### config.mk
export PLATFORM = sky130hd
export DESIGN_NAME = mem_port_arbiter
export DESIGN_NICKNAME = d
export VERILOG_FILES = /design/src/rtl/mips_pkg.sv /design/src/rtl/arb_timeout_ctr.sv /design/src/rtl/mem_port_arbiter.sv
export SDC_FILE = /design/constraint.sdc
export NUM_CORES = 1
export LEC_CHECK = 0
export CAP_MARGIN = 20
export CELL_PAD_IN_SITES_DETAIL_PLACEMENT = 1
export CELL_PAD_IN_SITES_GLOBAL_PLACEMENT = 2
export CORE_ASPECT_RATIO = 1.75
export CORE_MARGIN = 4
export CORE_UTILIZATION = 22
export DETAILED_ROUTE_END_ITERATION = 8
export GPL_ROUTABILITY_DRIVEN = 0
export MAX_ROUTING_LAYER = met4
export PLACE_DENSITY_LB_ADDON = 0.1
export SLEW_MARGIN = 10
export SYNTH_ARGS = -nofsm -noshare
export SYNTH_HDL_FRONTEND = slang
export SYNTH_HIERARCHICAL = 1
export SYNTH_SLANG_ARGS = --single-unit
export TNS_END_PERCENT = 1
### constraint.sdc
create_clock -name clk -period 2.9 [get_ports clk]
set_input_delay 0.725 -clock clk [delete_from_list [all_inputs] [get_ports clk]]
set_output_delay 0.725 -clock clk [all_outputs]
set_load 0.02 [all_outputs]
### src/rtl/mips_pkg.sv
// Shared encodings for the memory-port arbiter: FSM states and owner mux-select constants.
package mips_pkg;

  typedef enum logic [1:0] {
    ST_IDLE    = 2'd0,
    ST_BUSY_IF = 2'd1,
    ST_BUSY_DM = 2'd2
  } arb_state_e;

  localparam logic OWNER_IF = 1'b0;
  localparam logic OWNER_DM = 1'b1;

endpackage

### src/rtl/arb_timeout_ctr.sv
// Busy-cycle watchdog: counts stalled cycles since accept and flags the cycle that would
// reach the limit, so the abort lands in the registered outputs one cycle later.
module arb_timeout_ctr #(
  parameter int unsigned Limit = 16
) (
  input  logic clk_i,
  input  logic rst_ni,
  input  logic clr_i,
  input  logic inc_i,
  output logic hit_o
);

  localparam int unsigned CntW = $clog2(Limit + 1);
  localparam logic [CntW-1:0] LastVal = CntW'(Limit - 1);

  logic [CntW-1:0] cnt_q, cnt_d;

  // Next count: clear has priority over increment.
  always_comb begin
    cnt_d = cnt_q;
    if (clr_i) begin
      cnt_d = '0;
    end else if (inc_i) begin
      cnt_d = cnt_q + CntW'(1);
    end
  end

  assign hit_o = inc_i & ~clr_i & (cnt_q == LastVal);

  // Counter register with synchronous active-low reset.
  always_ff @(posedge clk_i) begin
    if (!rst_ni) begin
      cnt_q <= '0;
    end else begin
      cnt_q <= cnt_d;
    end
  end

endmodule

### src/rtl/mem_port_arbiter.sv
// Shares one memory port between instruction fetch and data memory. Holds the port until
// mem_ack, returns registered data and done pulses, and aborts accesses that stall too long.
// Optional macro ARB_FAIR_EN: alternate DM/IF under contention instead of strict DM priority.
module mem_port_arbiter #(
  parameter int unsigned TIMEOUT_CYCLES = 16
) (
  input  logic        clk,
  input  logic        rst_n,
  input  logic        if_req,
  input  logic [31:0] if_addr,
  output logic        if_gnt,
  output logic        if_done,
  input  logic        dm_req,
  input  logic        dm_we,
  input  logic [31:0] dm_addr,
  input  logic [31:0] dm_wdata,
  output logic        dm_gnt,
  output logic        dm_done,
  output logic [31:0] rdata,
  output logic        mem_req,
  output logic        mem_we,
  output logic [31:0] mem_addr,
  output logic [31:0] mem_wdata,
  input  logic        mem_ack,
  input  logic [31:0] mem_rdata,
  output logic        err
);
  import mips_pkg::*;

  arb_state_e  state_q, state_d;
  logic        mem_req_q, mem_req_d;
  logic        mem_we_q, mem_we_d;
  logic [31:0] mem_addr_q, mem_addr_d;
  logic [31:0] mem_wdata_q, mem_wdata_d;
  logic [31:0] rdata_q, rdata_d;
  logic        if_done_q, if_done_d;
  logic        dm_done_q, dm_done_d;
  logic        err_q, err_d;

  logic        idle, busy, accept, owner, if_wins, tmo_hit;
  logic [31:0] sel_addr, sel_wdata;
  logic        sel_we;

`ifdef ARB_FAIR_EN
  logic fair_q, fair_d;
  assign if_wins = fair_q;
`else
  assign if_wins = 1'b0;
`endif

  // Grants only in IDLE and never while reset is asserted.
  assign idle   = rst_n & (state_q == ST_IDLE);
  assign busy   = (state_q != ST_IDLE);
  assign dm_gnt = idle & dm_req & ~(if_req & if_wins);
  assign if_gnt = idle & if_req & (~dm_req | if_wins);
  assign accept = if_gnt | dm_gnt;
  assign owner  = dm_gnt ? OWNER_DM : OWNER_IF;

  // 2:1 source select on the owner bit; IF is read-only so its write data is forced to zero.
  assign sel_addr  = (owner == OWNER_DM) ? dm_addr : if_addr;
  assign sel_wdata = (owner == OWNER_DM) ? dm_wdata : 32'h0;
  assign sel_we    = (owner == OWNER_DM) & dm_we;

  arb_timeout_ctr #(
    .Limit (TIMEOUT_CYCLES)
  ) u_timeout (
    .clk_i  (clk),
    .rst_ni (rst_n),
    .clr_i  (accept),
    .inc_i  (busy & ~mem_ack),
    .hit_o  (tmo_hit)
  );

  // Next-state and registered-output logic; ack beats a same-cycle timeout.
  always_comb begin
    state_d     = state_q;
    mem_req_d   = mem_req_q;
    mem_we_d    = mem_we_q;
    mem_addr_d  = mem_addr_q;
    mem_wdata_d = mem_wdata_q;
    rdata_d     = rdata_q;
    if_done_d   = 1'b0;
    dm_done_d   = 1'b0;
    err_d       = 1'b0;
`ifdef ARB_FAIR_EN
    fair_d      = fair_q;
`endif
    case (state_q)
      ST_IDLE: begin
        if (accept) begin
          state_d     = (owner == OWNER_DM) ? ST_BUSY_DM : ST_BUSY_IF;
          mem_req_d   = 1'b1;
          mem_we_d    = sel_we;
          mem_addr_d  = sel_addr;
          mem_wdata_d = sel_wdata;
`ifdef ARB_FAIR_EN
          fair_d      = (owner == OWNER_DM);
`endif
        end
      end
      ST_BUSY_IF, ST_BUSY_DM: begin
        if (mem_ack || tmo_hit) begin
          state_d   = ST_IDLE;
          mem_req_d = 1'b0;
          mem_we_d  = 1'b0;
          if_done_d = (state_q == ST_BUSY_IF);
          dm_done_d = (state_q == ST_BUSY_DM);
          rdata_d   = (mem_ack && !mem_we_q) ? mem_rdata : 32'h0;
          err_d     = ~mem_ack;
        end
      end
      default: begin
        state_d   = ST_IDLE;
        mem_req_d = 1'b0;
        mem_we_d  = 1'b0;
      end
    endcase
  end

  // State and output registers with synchronous active-low reset.
  always_ff @(posedge clk) begin
    if (!rst_n) begin
      state_q     <= ST_IDLE;
      mem_req_q   <= 1'b0;
      mem_we_q    <= 1'b0;
      mem_addr_q  <= 32'h0;
      mem_wdata_q <= 32'h0;
      rdata_q     <= 32'h0;
      if_done_q   <= 1'b0;
      dm_done_q   <= 1'b0;
      err_q       <= 1'b0;
`ifdef ARB_FAIR_EN
      fair_q      <= 1'b0;
`endif
    end else begin
      state_q     <= state_d;
      mem_req_q   <= mem_req_d;
      mem_we_q    <= mem_we_d;
      mem_addr_q  <= mem_addr_d;
      mem_wdata_q <= mem_wdata_d;
      rdata_q     <= rdata_d;
      if_done_q   <= if_done_d;
      dm_done_q   <= dm_done_d;
      err_q       <= err_d;
`ifdef ARB_FAIR_EN
      fair_q      <= fair_d;
`endif
    end
  end

  assign mem_req   = mem_req_q;
  assign mem_we    = mem_we_q;
  assign mem_addr  = mem_addr_q;
  assign mem_wdata = mem_wdata_q;
  assign rdata     = rdata_q;
  assign if_done   = if_done_q;
  assign dm_done   = dm_done_q;
  assign err       = err_q;

endmodule
* Word level (Yosys, flattened, before mapping)
Index checks and enable logic that the tools add are counted.
Operators by class: bitwise gates (word level) 13, reductions and logical operators 11, muxes and demuxes 13, equality and inequality tests 5, $add $sub $neg 1
Operators with widths (number):
- 32-bit 2-to-1 mux | 3
- 1-bit AND | 8
- 2-bit 2-to-1 mux | 3
- 2-bit AND reduction | 3
- 5-bit by 1-bit adder with 5-bit output, second input constant | 1
- 5-bit by 4-bit == test with 1-bit output, second input constant | 1
- 1-bit 2-to-1 mux | 4
- 1-bit inverter | 4
- 1-bit one-hot mux with 2 select lines | 2
- 2-bit one-hot mux with 2 select lines | 1
- 2-bit OR reduction | 2
- 3-bit AND reduction | 1
- 2-bit by 1-bit == test with 1-bit output, second input constant | 1
- 2-bit == test, second input constant | 1
- 2-bit zero test | 1
- 2-bit by 1-bit inequality test with 1-bit output, second input constant | 1
- 2-bit inequality test, second input constant | 1
- 2-bit nonzero test | 1
- 1-bit logical AND | 1
- 1-bit zero test | 1
- 1-bit logical OR | 1
- 1-bit bitwise OR | 1
Word-level totals: output and inout port bits 103, input port bits 134, register bits 108, word-level logic and storage cells 53

* Logic depth before layout (Yosys ltp)
Gate-level depths: netlist of run 1.
depth in word-level cells 11, depth in mapped cells 12, depth with buffers taken out 8

* By module
The synthesis of run 1 kept the hierarchy.
Modules (own cells, without submodules):
- mem_port_arbiter | cells an instance 362, instances 1, seq. area each 2062.0 um2, area each 3978.8 um2
- arb_timeout_ctr | cells an instance 25, instances 1, seq. area each 100.1 um2, area each 247.7 um2

* Least setup slack after synthesis of run 1
No wires, ideal clock.
kind input port to flip-flop, from input dm_req, to register rdata_q[10] (netlist: rdata[10]), required time 2783 ps, stages on the path 11, arrival 2403 ps, path buffers 5, setup time 117 ps, setup slack 380 ps, cells stage by stage buf_2 > o211ai_4 > inv_2 > buf_6 > buf_6 > and3b_1 > o21ai_1 > and2_1 > clkbuf_1 > buf_2 > a22o_1
Between the ends: longest elaborated chain between the ends 8, elaborated cells on any way between the ends 9, classes of those cells bitwise (7); reduce/logical (2)
Ends and longest elaborated chain:
- from (decl) | line mem_port_arbiter.sv:13 | input logic dm_req,
- 1-bit inverter | line mem_port_arbiter.sv:55 | assign if_gnt = idle & if_req & (~dm_req | if_wins);
- 1-bit AND | line mem_port_arbiter.sv:55
- 1-bit bitwise OR * | line mem_port_arbiter.sv:56 | assign accept = if_gnt | dm_gnt;
- named net accept | line mem_port_arbiter.sv:40 | logic idle, busy, accept, owner, if_wins, tmo_hit;
- 1-bit inverter * | line arb_timeout_ctr.sv:28 | assign hit_o = inc_i & ~clr_i & (cnt_q == LastVal);
- 1-bit AND * (2 in a row) | line arb_timeout_ctr.sv:28
- named net tmo_hit | line mem_port_arbiter.sv:40
- 1-bit logical OR * | line mem_port_arbiter.sv:102 | if (mem_ack || tmo_hit) begin
- 2-bit AND reduction (no source line) *
- to (signal assigned) | line mem_port_arbiter.sv:141 | rdata_q <= rdata_d;
- to (decl) | line mem_port_arbiter.sv:35 | logic [31:0] rdata_q, rdata_d;
The timed path passes the listed nets; every way through them passes the cells marked *. A chain may end at the register's enable or synchronous reset.

* Worst setup path in the final report of run 1
from register state_q[0], to output dm_gnt
Between the ends: longest elaborated chain between the ends 3
Ends and longest elaborated chain:
- from (decl) | line mem_port_arbiter.sv:30 | arb_state_e state_q, state_d;
- from (signal assigned) | line mem_port_arbiter.sv:136 | state_q <= state_d;
- 2-bit zero test | line mem_port_arbiter.sv:52 | assign idle = rst_n & (state_q == ST_IDLE);
- 1-bit AND | line mem_port_arbiter.sv:52
- 1-bit AND | line mem_port_arbiter.sv:54 | assign dm_gnt = idle & dm_req & ~(if_req & if_wins);
- to (decl) | line mem_port_arbiter.sv:17 | output logic dm_gnt,
No other way between the ends.

==> run_results.csv, run 1 <==
group,metric,value,unit
clock_network,cts_buffer_depth,2,
yosys,syn_area,4230,um2
floorplanning,ios,237,
floorplanning,num_rows,66,
sta,worstMarginPinSlew,0.631,ns
worst_setup_path,cp-start-kind,"register",
drt,dr.pass1.iters,4,
grt,grtUsageTotal,13.5,%
drt,wl_per_cell,17.1,um
place,pre_cts_ws,0.180,ns
worst_setup_path,crit_slowest_cell,"clkdlybuf4s50_1",
place,portBuffers,236,
cells_and_area,mostFrequentLayoutCells,"234 x clkdlybuf4s50_1, 108 x dfxtp_1, 34 x mux2i_1, 34 x nor2b_1",
yosys,ys_async_sr_fraction,0,%
clock_network,cts.clk_slew.worst_paths,0.07,ns
clock_network,cts_tree,"yes",
floorplanning,die_w,113,um
grt,grt_max_degree,69,
sta,fin_skew,0.00649,ns
power_and_ir_drop,power_density,535,nW/um2
cells_and_area,syn_to_final_growth,66.7,%
yosys,ys_ff_latch,108,
clock_network,root_buffer,"clkbuf_16",
clock_network,cts.hold.buffers_added,0,
power_and_ir_drop,p_leak,0.00294,uW
yosys,yosysSeqAreaShare,51.2,%
sta,max_freq,362,MHz
worst_setup_path,critPathKind,"register to output pin",
worst_setup_path,cp.required,2.17,ns
grt,grt_pass1_vias,4030,
cells_and_area,diodes,0,
drt,vias_per_cell,4.46,
drt,num_vias,3805,
sta,slew_headroom,57.9,%
yosys,yosysUniqueCellTypes,36,
hold_path,hold_class,"register to register",
worst_setup_path,path_buf_inv,2,
sta,setup_tns,0,ns
drt,routed_wl,14600,um
clock_network,cts_setup_buffers,0,
cells_and_area,layout-drive-gt1-share,5.36,%
cells_and_area,final_nets,750,
worst_setup_path,critical_path.top_delay_family,"buffers and inverters",
cells_and_area,ff_latch_area,2160,um2
sta,setup-violations-final,0,
yosys,synthTopCellsByArea,"dfxtp_1 51%, mux2i_1 8.1%, o211a_1 7.6%",
drt,ant_nets,0,
drt,first_iter_violations,111,
yosys,synth_warnings,6,
yosys,synthFlopType,"dfxtp_1",
power_and_ir_drop,peakVddDrop,0.301,mV
yosys,synth_edf_count,0,
clock_network,ctsResizeCount,0,
floorplanning,core_area,18700,um2
sta,slew_viol_final,0,
yosys,synth_area_per_cell,10.9,um2
grt,grt_pass1_wl,22100,um
floorplanning,die_h,191,um
cells_and_area,fill_cells,2121,
sta,fin_ws,0.141,ns
floorplanning,start_util,22.5,%
clock_network,clock-sinks,108,
grt,gr-total-overflow,0,
drt,drc,0,
yosys,syn_inst,387,
yosys,syn_nets,526,
worst_setup_path,end_kind,"output pin",
yosys,yosys.area.top_type,"dfxtp_1",
grt,antenna_found_initial,0,
cells_and_area,final_common_cell,"clkdlybuf4s50_1",
worst_setup_path,cp.arrival,2.03,ns
outcome,status,"complete, no violations",
sta,timing.final.crit_share,95.1,%
worst_setup_path,crit_chain,"inv_1 -> ha_1 -> and3_1 -> clkdlybuf4s50_1",
run,max_cap_violations,0,
clock_network,cts_htree_levels,3,
clock_network,cts_buffers,9,
place,dpl.hpwl,11000,um
floorplanning,dieArea,21600,um2
yosys,yosys.area.top_type_share,51.2,%
worst_setup_path,crit_path_max_incr_delay,0.66,ns
sta,period_needed,2.76,ns
cells_and_area,multi_input_area,1850,um2
sta,rsz0062_at_grt,"no",
clock_network,clk_latency,0.34,ns
sta,hold_violations,0,
worst_setup_path,critPathMaxFanout,7,
## sequential cells by signal (all words and copies together), names as in the netlist
signal	count
rdata	32
state_q	2
err	1
u_timeout/cnt_q	5
mem_we	1
if_done	1
mem_req	1
mem_addr	32
mem_wdata	32
dm_done	1
## per-stage QoR
| stage | hold slack [ns] | total power (uW) | area, um2 | utilization [%] | std cells |
|---|---|---|---|---|---|
| floorplan | 0.456 | 2160 | 4230 | - | 387 |
| global placement | 0.462 | 2640 | 6760 | 36.1 | 838 |
| detailed placement | 0.465 | 2660 | 6760 | 36.1 | 838 |
| CTS | 0.487 | 3880 | 7040 | 37.6 | 854 |
| global route | 0.498 | 3980 | 7040 | 37.6 | 854 |
| finish | 0.479 | 3770 | 7040 | 37.6 | 854 |
## layout make-up
type | instances | share of cell area (%)
clock buffers | 12 | 3.64
clock inverters | 4 | 0.337
inverters | 5 | 0.266
multi-input cells | 240 | 26.3
flip-flops and latches | 108 | 30.7
well taps | 238 | 4.23
repair buffers | 247 | 34.6
## Yosys cell counts, types with 2 or more instances
master and instances:
a22oi_1 33, buf_2 14, inv_1 4, a22o_1 32, nand2_1 33, o211a_1 32
a21oi_1 3, buf_4 5, nor2b_1 34, o21ai_0 3, and3_1 2, nor3b_1 4
ha_1 5, dfxtp_1 108, buf_6 5, clkbuf_1 10, mux2i_1 34, nor2_1 7
nand3b_1 2
## cell families (layout without fill, tap and decap cells)
family                     after synthesis  after routing  synth area share [%]
AOI/OAI and AO/OA                      109            109                  22.2
buffers and inverters                   39            268                  5.21
xor gates and xnor gates                 1              1                 0.207
adders and majority gates                5              5                  1.48
DFF                                    108            108                  51.2
muxes                                   34             34                  8.05
and+or+nand+nor                         91             91                  11.7
## routing by layer
| metal | vias up | routed length [um] | track usage (%) |
|---|---|---|---|
| met1 | 1803 | 5430 | 14.2 |
| met3 | 11 | 948 | 3.48 |
| met4 | 0 | 189 | 4.16 |
| met5 | - | 0 | - |
| met2 | 142 | 8010 | 24.6 |
| li1 | 1849 | - | - |
## worst register-to-register path, stage by stage, from the launching register on
cell and delay, ns:
dfxtp_1 0.37, inv_1 0.08, ha_1 0.32, o211ai_4 0.14, inv_2 0.05, and3b_1 0.28, o21ai_1 0.07, and2_1 0.15
buf_4 0.23, a22o_1 0.28
## final timing paths
kind,from,endpoint,slack (ns),cells after the start
hold / removal,rdata[23],rdata[23],0.48,1
setup reg to reg,state_q[0],rdata[16],0.83,9
hold reg to reg,rdata[23],rdata[23],0.48,1
setup / recovery,state_q[0],dm_gnt,0.14,4
## where the power goes
part | internal, uW | total, uW | switching [uW]
logic | 502 | 940 | 439
registers | 1600 | 1670 | 64.2
clock network | 628 | 1160 | 536
total | 2730 | 3770 | 1040
Note: power is estimated with default switching activity, not from simulation.
==> run 2, diff against run 1 <==
--- a/config.mk
+++ b/config.mk
@@ -8,13 +8,14 @@
 export CAP_MARGIN = 20
 export CELL_PAD_IN_SITES_DETAIL_PLACEMENT = 1
 export CELL_PAD_IN_SITES_GLOBAL_PLACEMENT = 2
-export CORE_ASPECT_RATIO = 1.75
+export CORE_ASPECT_RATIO = 1.25
 export CORE_MARGIN = 4
 export CORE_UTILIZATION = 22
 export DETAILED_ROUTE_END_ITERATION = 8
 export GPL_ROUTABILITY_DRIVEN = 0
 export MAX_ROUTING_LAYER = met4
-export PLACE_DENSITY_LB_ADDON = 0.1
+export PLACE_DENSITY_LB_ADDON = 0.15
+export SKIP_LAST_GASP = 1
 export SLEW_MARGIN = 10
 export SYNTH_ARGS = -nofsm -noshare
 export SYNTH_HDL_FRONTEND = slang
==> run 2 against run 1 <==
  * Total power up 2.4%
  * Largest cell class unchanged
  * Largest power group unchanged
  * Critical endpoint is now if_gnt
  * Design area up 0.37%
  * Global-route usage down 0.47 points
==> run_results.csv, run 2 (synthesis results as in run 1) <==
group,metric,value,unit
outcome,status,"complete, no violations",
drt,vias_per_cell,4.47,
clock_network,clk_latency,0.34,ns
clock_network,cts.hold.buffers_added,0,
sta,setup_tns,0,ns
sta,rsz0062_at_grt,"no",
cells_and_area,diodes,0,
drt,ant_nets,0,
sta,worstMarginPinSlew,0.378,ns
grt,antenna_found_initial,0,
worst_setup_path,end_kind,"output pin",
worst_setup_path,crit_chain,"clkdlybuf4s50_1 -> and4b_1 -> clkdlybuf4s50_1",
floorplanning,core_area,18800,um2
floorplanning,die_w,132,um
cells_and_area,ff_latch_area,2160,um2
sta,period_needed,2.78,ns
clock_network,ctsResizeCount,0,
worst_setup_path,critPathMaxFanout,2,
sta,setup-violations-final,0,
drt,dr.pass1.iters,4,
cells_and_area,syn_to_final_growth,67.3,%
grt,top_usage_layer,"met2",
drt,first_iter_violations,137,
cells_and_area,final_nets,752,
floorplanning,die_h,163,um
worst_setup_path,cp.required,2.17,ns
worst_setup_path,critPathKind,"input port to output pin",
place,pre_cts_ws,0.145,ns
worst_setup_path,cp.arrival,2.05,ns
cells_and_area,fin_util,37.5,%
grt,gr-total-overflow,0,
worst_setup_path,crit_path_max_incr_delay,0.62,ns
clock_network,clock-sinks,108,
cells_and_area,multi_input_area,1850,um2
worst_setup_path,crit_slowest_cell,"clkdlybuf4s50_1",
sta,max_freq,360,MHz
power_and_ir_drop,power_density,546,nW/um2
sta,fin_ws,0.123,ns
drt,num_vias,3800,
clock_network,cts_buffer_depth,2,
sta,slew_headroom,74.8,%
place,dpl.hpwl,10500,um
cells_and_area,layout-drive-gt1-share,5.83,%
grt,grt_pass1_vias,4033,
worst_setup_path,cpMostUsedCell,"clkdlybuf4s50_1",
grt,met1_usage,16.0,%
sta,timing.final.crit_share,95.8,%
grt,grt_use_met3,4.54,%
grt,grt_pass1_wl,21900,um
floorplanning,dieArea,21500,um2
place,portBuffers,236,
clock_network,cts_buffers,9,
floorplanning,start_util,22.4,%
cells_and_area,mostFrequentLayoutCells,"234 x clkdlybuf4s50_1, 108 x dfxtp_1, 34 x mux2i_1, 34 x nor2b_1",
sta,fin_skew,0.00712,ns
clock_network,cts_tree,"yes",
floorplanning,ios,237,
floorplanning,num_rows,56,
grt,grtUsageTotal,13.0,%
grt,grt_max_degree,39,
clock_network,cts.clk_slew.worst_paths,0.07,ns
cells_and_area,final_common_cell,"clkdlybuf4s50_1",
power_and_ir_drop,peakVddDrop,0.264,mV
run,max_cap_violations,0,
clock_network,cts_htree_levels,3,
sta,slew_viol_final,0,
grt,grt_use_met2,20.8,%
power_and_ir_drop,p_leak,0.00295,uW
sta,hold_violations,0,
clock_network,root_buffer,"clkbuf_16",
drt,wl_per_cell,16.3,um
drt,drc,0,
cells_and_area,fill_cells,2121,
drt,routed_wl,13900,um
hold_path,hold_class,"register to register",
clock_network,cts_setup_buffers,0,
worst_setup_path,cp-start-kind,"input port",
==> run 2: changes by cell type in the layout (fill, tap and decap cells not counted), sizes merged <==
| cell | previous run | this run |
|---|---|---|
| buf | 13 | 15 |
| clkbuf | 12 | 9 |
| clkinv | 4 | 3 |
| clkinvlp | 0 | 1 |
| bufinv | 0 | 1 |
| inv | 5 | 7 |
==> run 2: final timing paths <==
| path | from | endpoint | slack [ns] | cells after the start |
|---|---|---|---|---|
| setup / recovery | if_req | if_gnt | 0.12 | 3 |
| hold / removal | mem_req | mem_req | 0.47 | 2 |
| setup reg to reg | state_q[0] | rdata[31] | 0.82 | 9 |
| hold reg to reg | mem_req | mem_req | 0.47 | 2 |
==> run 2: worst max-delay path: cells and delay by family <==
family	cells	cell delay, ns
buffers and inverters	2	1.11
AND/OR/NAND/NOR	1	0.21
==> run 2: area by class of cell <==
class                   count  area share, %
clock buffers               9           3.19
clock inverters             7           1.04
inverters                   5          0.265
multi-input cells         240           26.2
flip-flops and latches    108           30.6
well taps                 232           4.11
repair buffers            249           34.6
==> run 2: per-stage QoR <==
step	hold slack [ns]	area, um2	total power, uW	instances
after detailed placement	0.460	6770	2660	834
final	0.470	7070	3860	850
after global routing	0.505	7070	4070	850
after CTS	0.478	7070	3940	850
after global placement	0.461	6770	2640	834
after floorplan	0.456	4230	2160	387
==> run 2: routing by layer <==
layer | vias to the layer above | wire [um]
met4 | 0 | 99
met2 | 154 | 6470
li1 | 1852 | -
met5 | - | 0
met3 | 7 | 1040
met1 | 1787 | 6240
==> run 2: power breakdown <==
group	leakage (uW)	switching [uW]	internal (uW)
combinational	0.00193	436	504
clock	0.000146	579	676
sequential	0.000883	64.6	1600
==> run 3, diff against run 2 <==
--- a/config.mk
+++ b/config.mk
@@ -5,14 +5,12 @@
 export SDC_FILE = /design/constraint.sdc
 export NUM_CORES = 1
 export LEC_CHECK = 0
-export CAP_MARGIN = 20
 export CELL_PAD_IN_SITES_DETAIL_PLACEMENT = 1
 export CELL_PAD_IN_SITES_GLOBAL_PLACEMENT = 2
 export CORE_ASPECT_RATIO = 1.25
 export CORE_MARGIN = 4
-export CORE_UTILIZATION = 22
+export CORE_UTILIZATION = 24
 export DETAILED_ROUTE_END_ITERATION = 8
-export GPL_ROUTABILITY_DRIVEN = 0
 export MAX_ROUTING_LAYER = met4
 export PLACE_DENSITY_LB_ADDON = 0.15
 export SKIP_LAST_GASP = 1
==> constraint.sdc (replaced) <==
create_clock -name clk -period 3.52 [get_ports clk]
set_input_delay 0.88 -clock clk [delete_from_list [all_inputs] [get_ports clk]]
set_output_delay 0.88 -clock clk [all_outputs]
set_load 0.02 [all_outputs]
==> run 3 against run 2 <==
  * Non-clock buffer count decreased by 4
  * Hold slack gained 0.010 ns
  * Clock-buffer cell count grew 1
  * First-iteration DRC count is 34% higher
  * Final cell count decreased by 1.3%
  * Critical path type unchanged
  * Largest power group unchanged
  * Highest routed layer unchanged
==> run_results.csv, run 3 (synthesis results as in run 1) <==
group,metric,value,unit
hold_path,min-delay-start,"rdata[31]",
sta,rsz0062_at_grt,"no",
clock_network,root_buffer,"clkbuf_16",
floorplanning,dieArea,19800,um2
sta,slew_headroom,56.1,%
floorplanning,start_util,24.3,%
sta,fin_skew,0.00785,ns
drt,vias_per_cell,4.50,
floorplanning,core_area,17400,um2
grt,grtUsageTotal,13.8,%
clock_network,cts_htree_levels,3,
grt,grt_pass1_wl,21200,um
drt,wl_per_cell,16.3,um
clock_network,cts_buffers,9,
cells_and_area,layout-drive-gt1-share,5.21,%
grt,grt_pass1_vias,3959,
outcome,status,"complete, no violations",
clock_network,cts_setup_buffers,0,
worst_setup_path,cp-start-kind,"input port",
clock_network,cts_buffer_depth,2,
sta,slew_viol_final,0,
place,portBuffers,236,
grt,grt_max_degree,69,
sta,setup_tns,0,ns
clock_network,clock-sinks,108,
clock_network,cts_tree,"yes",
place,dpl.hpwl,10200,um
cells_and_area,mostFrequentLayoutCells,"234 x clkdlybuf4s50_1, 108 x dfxtp_1, 34 x mux2i_1, 34 x nor2b_1",
power_and_ir_drop,power_density,450,nW/um2
sta,hold_violations,0,
cells_and_area,final_area,7030,um2
drt,num_vias,3779,
worst_setup_path,end_kind,"output pin",
clock_network,cts.clk_slew.worst_paths,0.06,ns
drt,dr.pass1.iters,4,
worst_setup_path,critPathLaunch,"if_req",
place,gp_congestion,0.723,
drt,routed_wl,13700,um
floorplanning,num_rows,54,
grt,antenna_found_initial,1,
sta,worstMarginPinSlew,0.658,ns
cells_and_area,ff_latch_area,2160,um2
worst_setup_path,cp.arrival,2.22,ns
worst_setup_path,cp.required,2.64,ns
worst_setup_path,r2r-start,"state_q[0]",
floorplanning,ios,237,
place,dpl-instance-area,6730,um2
run,max_cap_violations,0,
clock_network,cts.hold.buffers_added,0,
drt,first_iter_violations,183,
clock_network,clk_latency,0.35,ns
cells_and_area,syn_to_final_growth,66.3,%
worst_setup_path,critPathMaxFanout,2,
grt,gr-total-overflow,0,
floorplanning,die_h,156,um
cells_and_area,fin_util,40.5,%
hold_path,hold_class,"register to register",
sta,period_needed,3.10,ns
power_and_ir_drop,p_leak,0.00293,uW
worst_setup_path,critPathKind,"input port to output pin",
drt,ant_nets,0,
power_and_ir_drop,peakVddDrop,0.214,mV
cells_and_area,multi_input_area,1850,um2
sta,setup-violations-final,0,
cells_and_area,final_nets,748,
drt,drc,0,
cells_and_area,fill_cells,1960,
clock_network,ctsResizeCount,0,
sta,max_freq,322,MHz
sta,timing.final.crit_share,88.2,%
floorplanning,die_w,127,um
cells_and_area,final_common_cell,"clkdlybuf4s50_1",
-- run 3: report_power, final --
| group | switching (uW) | total, uW | internal, uW |
|---|---|---|---|
| Clock | 467 | 1020 | 553 |
| Sequential | 52.8 | 1370 | 1320 |
| Combinational | 360 | 771 | 411 |
-- run 3: routing by layer --
metal / part of all wire [%] / routed length (um) / vias up / GRT usage (%)
li1: - / - / 1845 / -
met1: 42 / 5790 / 1773 / 16.3
met2: 48 / 6600 / 150 / 21.9
met3: 8.1 / 1100 / 11 / 4.57
met4: 1.4 / 195 / 0 / 5.06
met5: 0 / 0 / - / -
-- run 3: layout make-up --
class                      count  area share [%]
multi-input combinational    240            26.3
tap                          224            3.99
inverter                       5           0.267
sequential                   108            30.8
antenna                        1          0.0356
clock inverter                 6           0.908
clock buffer                  10            3.26
timing repair buffer         245            34.4
-- run 3: metrics by stage --
step | hold slack [ns] | std cells | power [uW] | setup WS [ns]
floorplan | 0.456 | 387 | 1780 | 0.845
global placement | 0.460 | 822 | 2170 | 0.260
detailed placement | 0.465 | 822 | 2180 | 0.143
CTS | 0.483 | 838 | 3220 | 0.379
global route | 0.496 | 839 | 3330 | 0.355
finish | 0.480 | 839 | 3160 | 0.417
-- run 3: final timing paths --
| kind | end | slack, ns | cells past startpoint |
|---|---|---|---|
| worst max register to register | rdata[29] | 1.33 | 8 |
| worst max-delay path | if_gnt | 0.42 | 3 |
| worst min-delay path | rdata[31] | 0.48 | 1 |
| worst min register to register | rdata[31] | 0.48 | 1 |
-- run 3: critical path, stage by stage --
cell and delay [ns]:
clkdlybuf4s50_1 0.50, and4b_1 0.21, clkdlybuf4s50_1 0.63
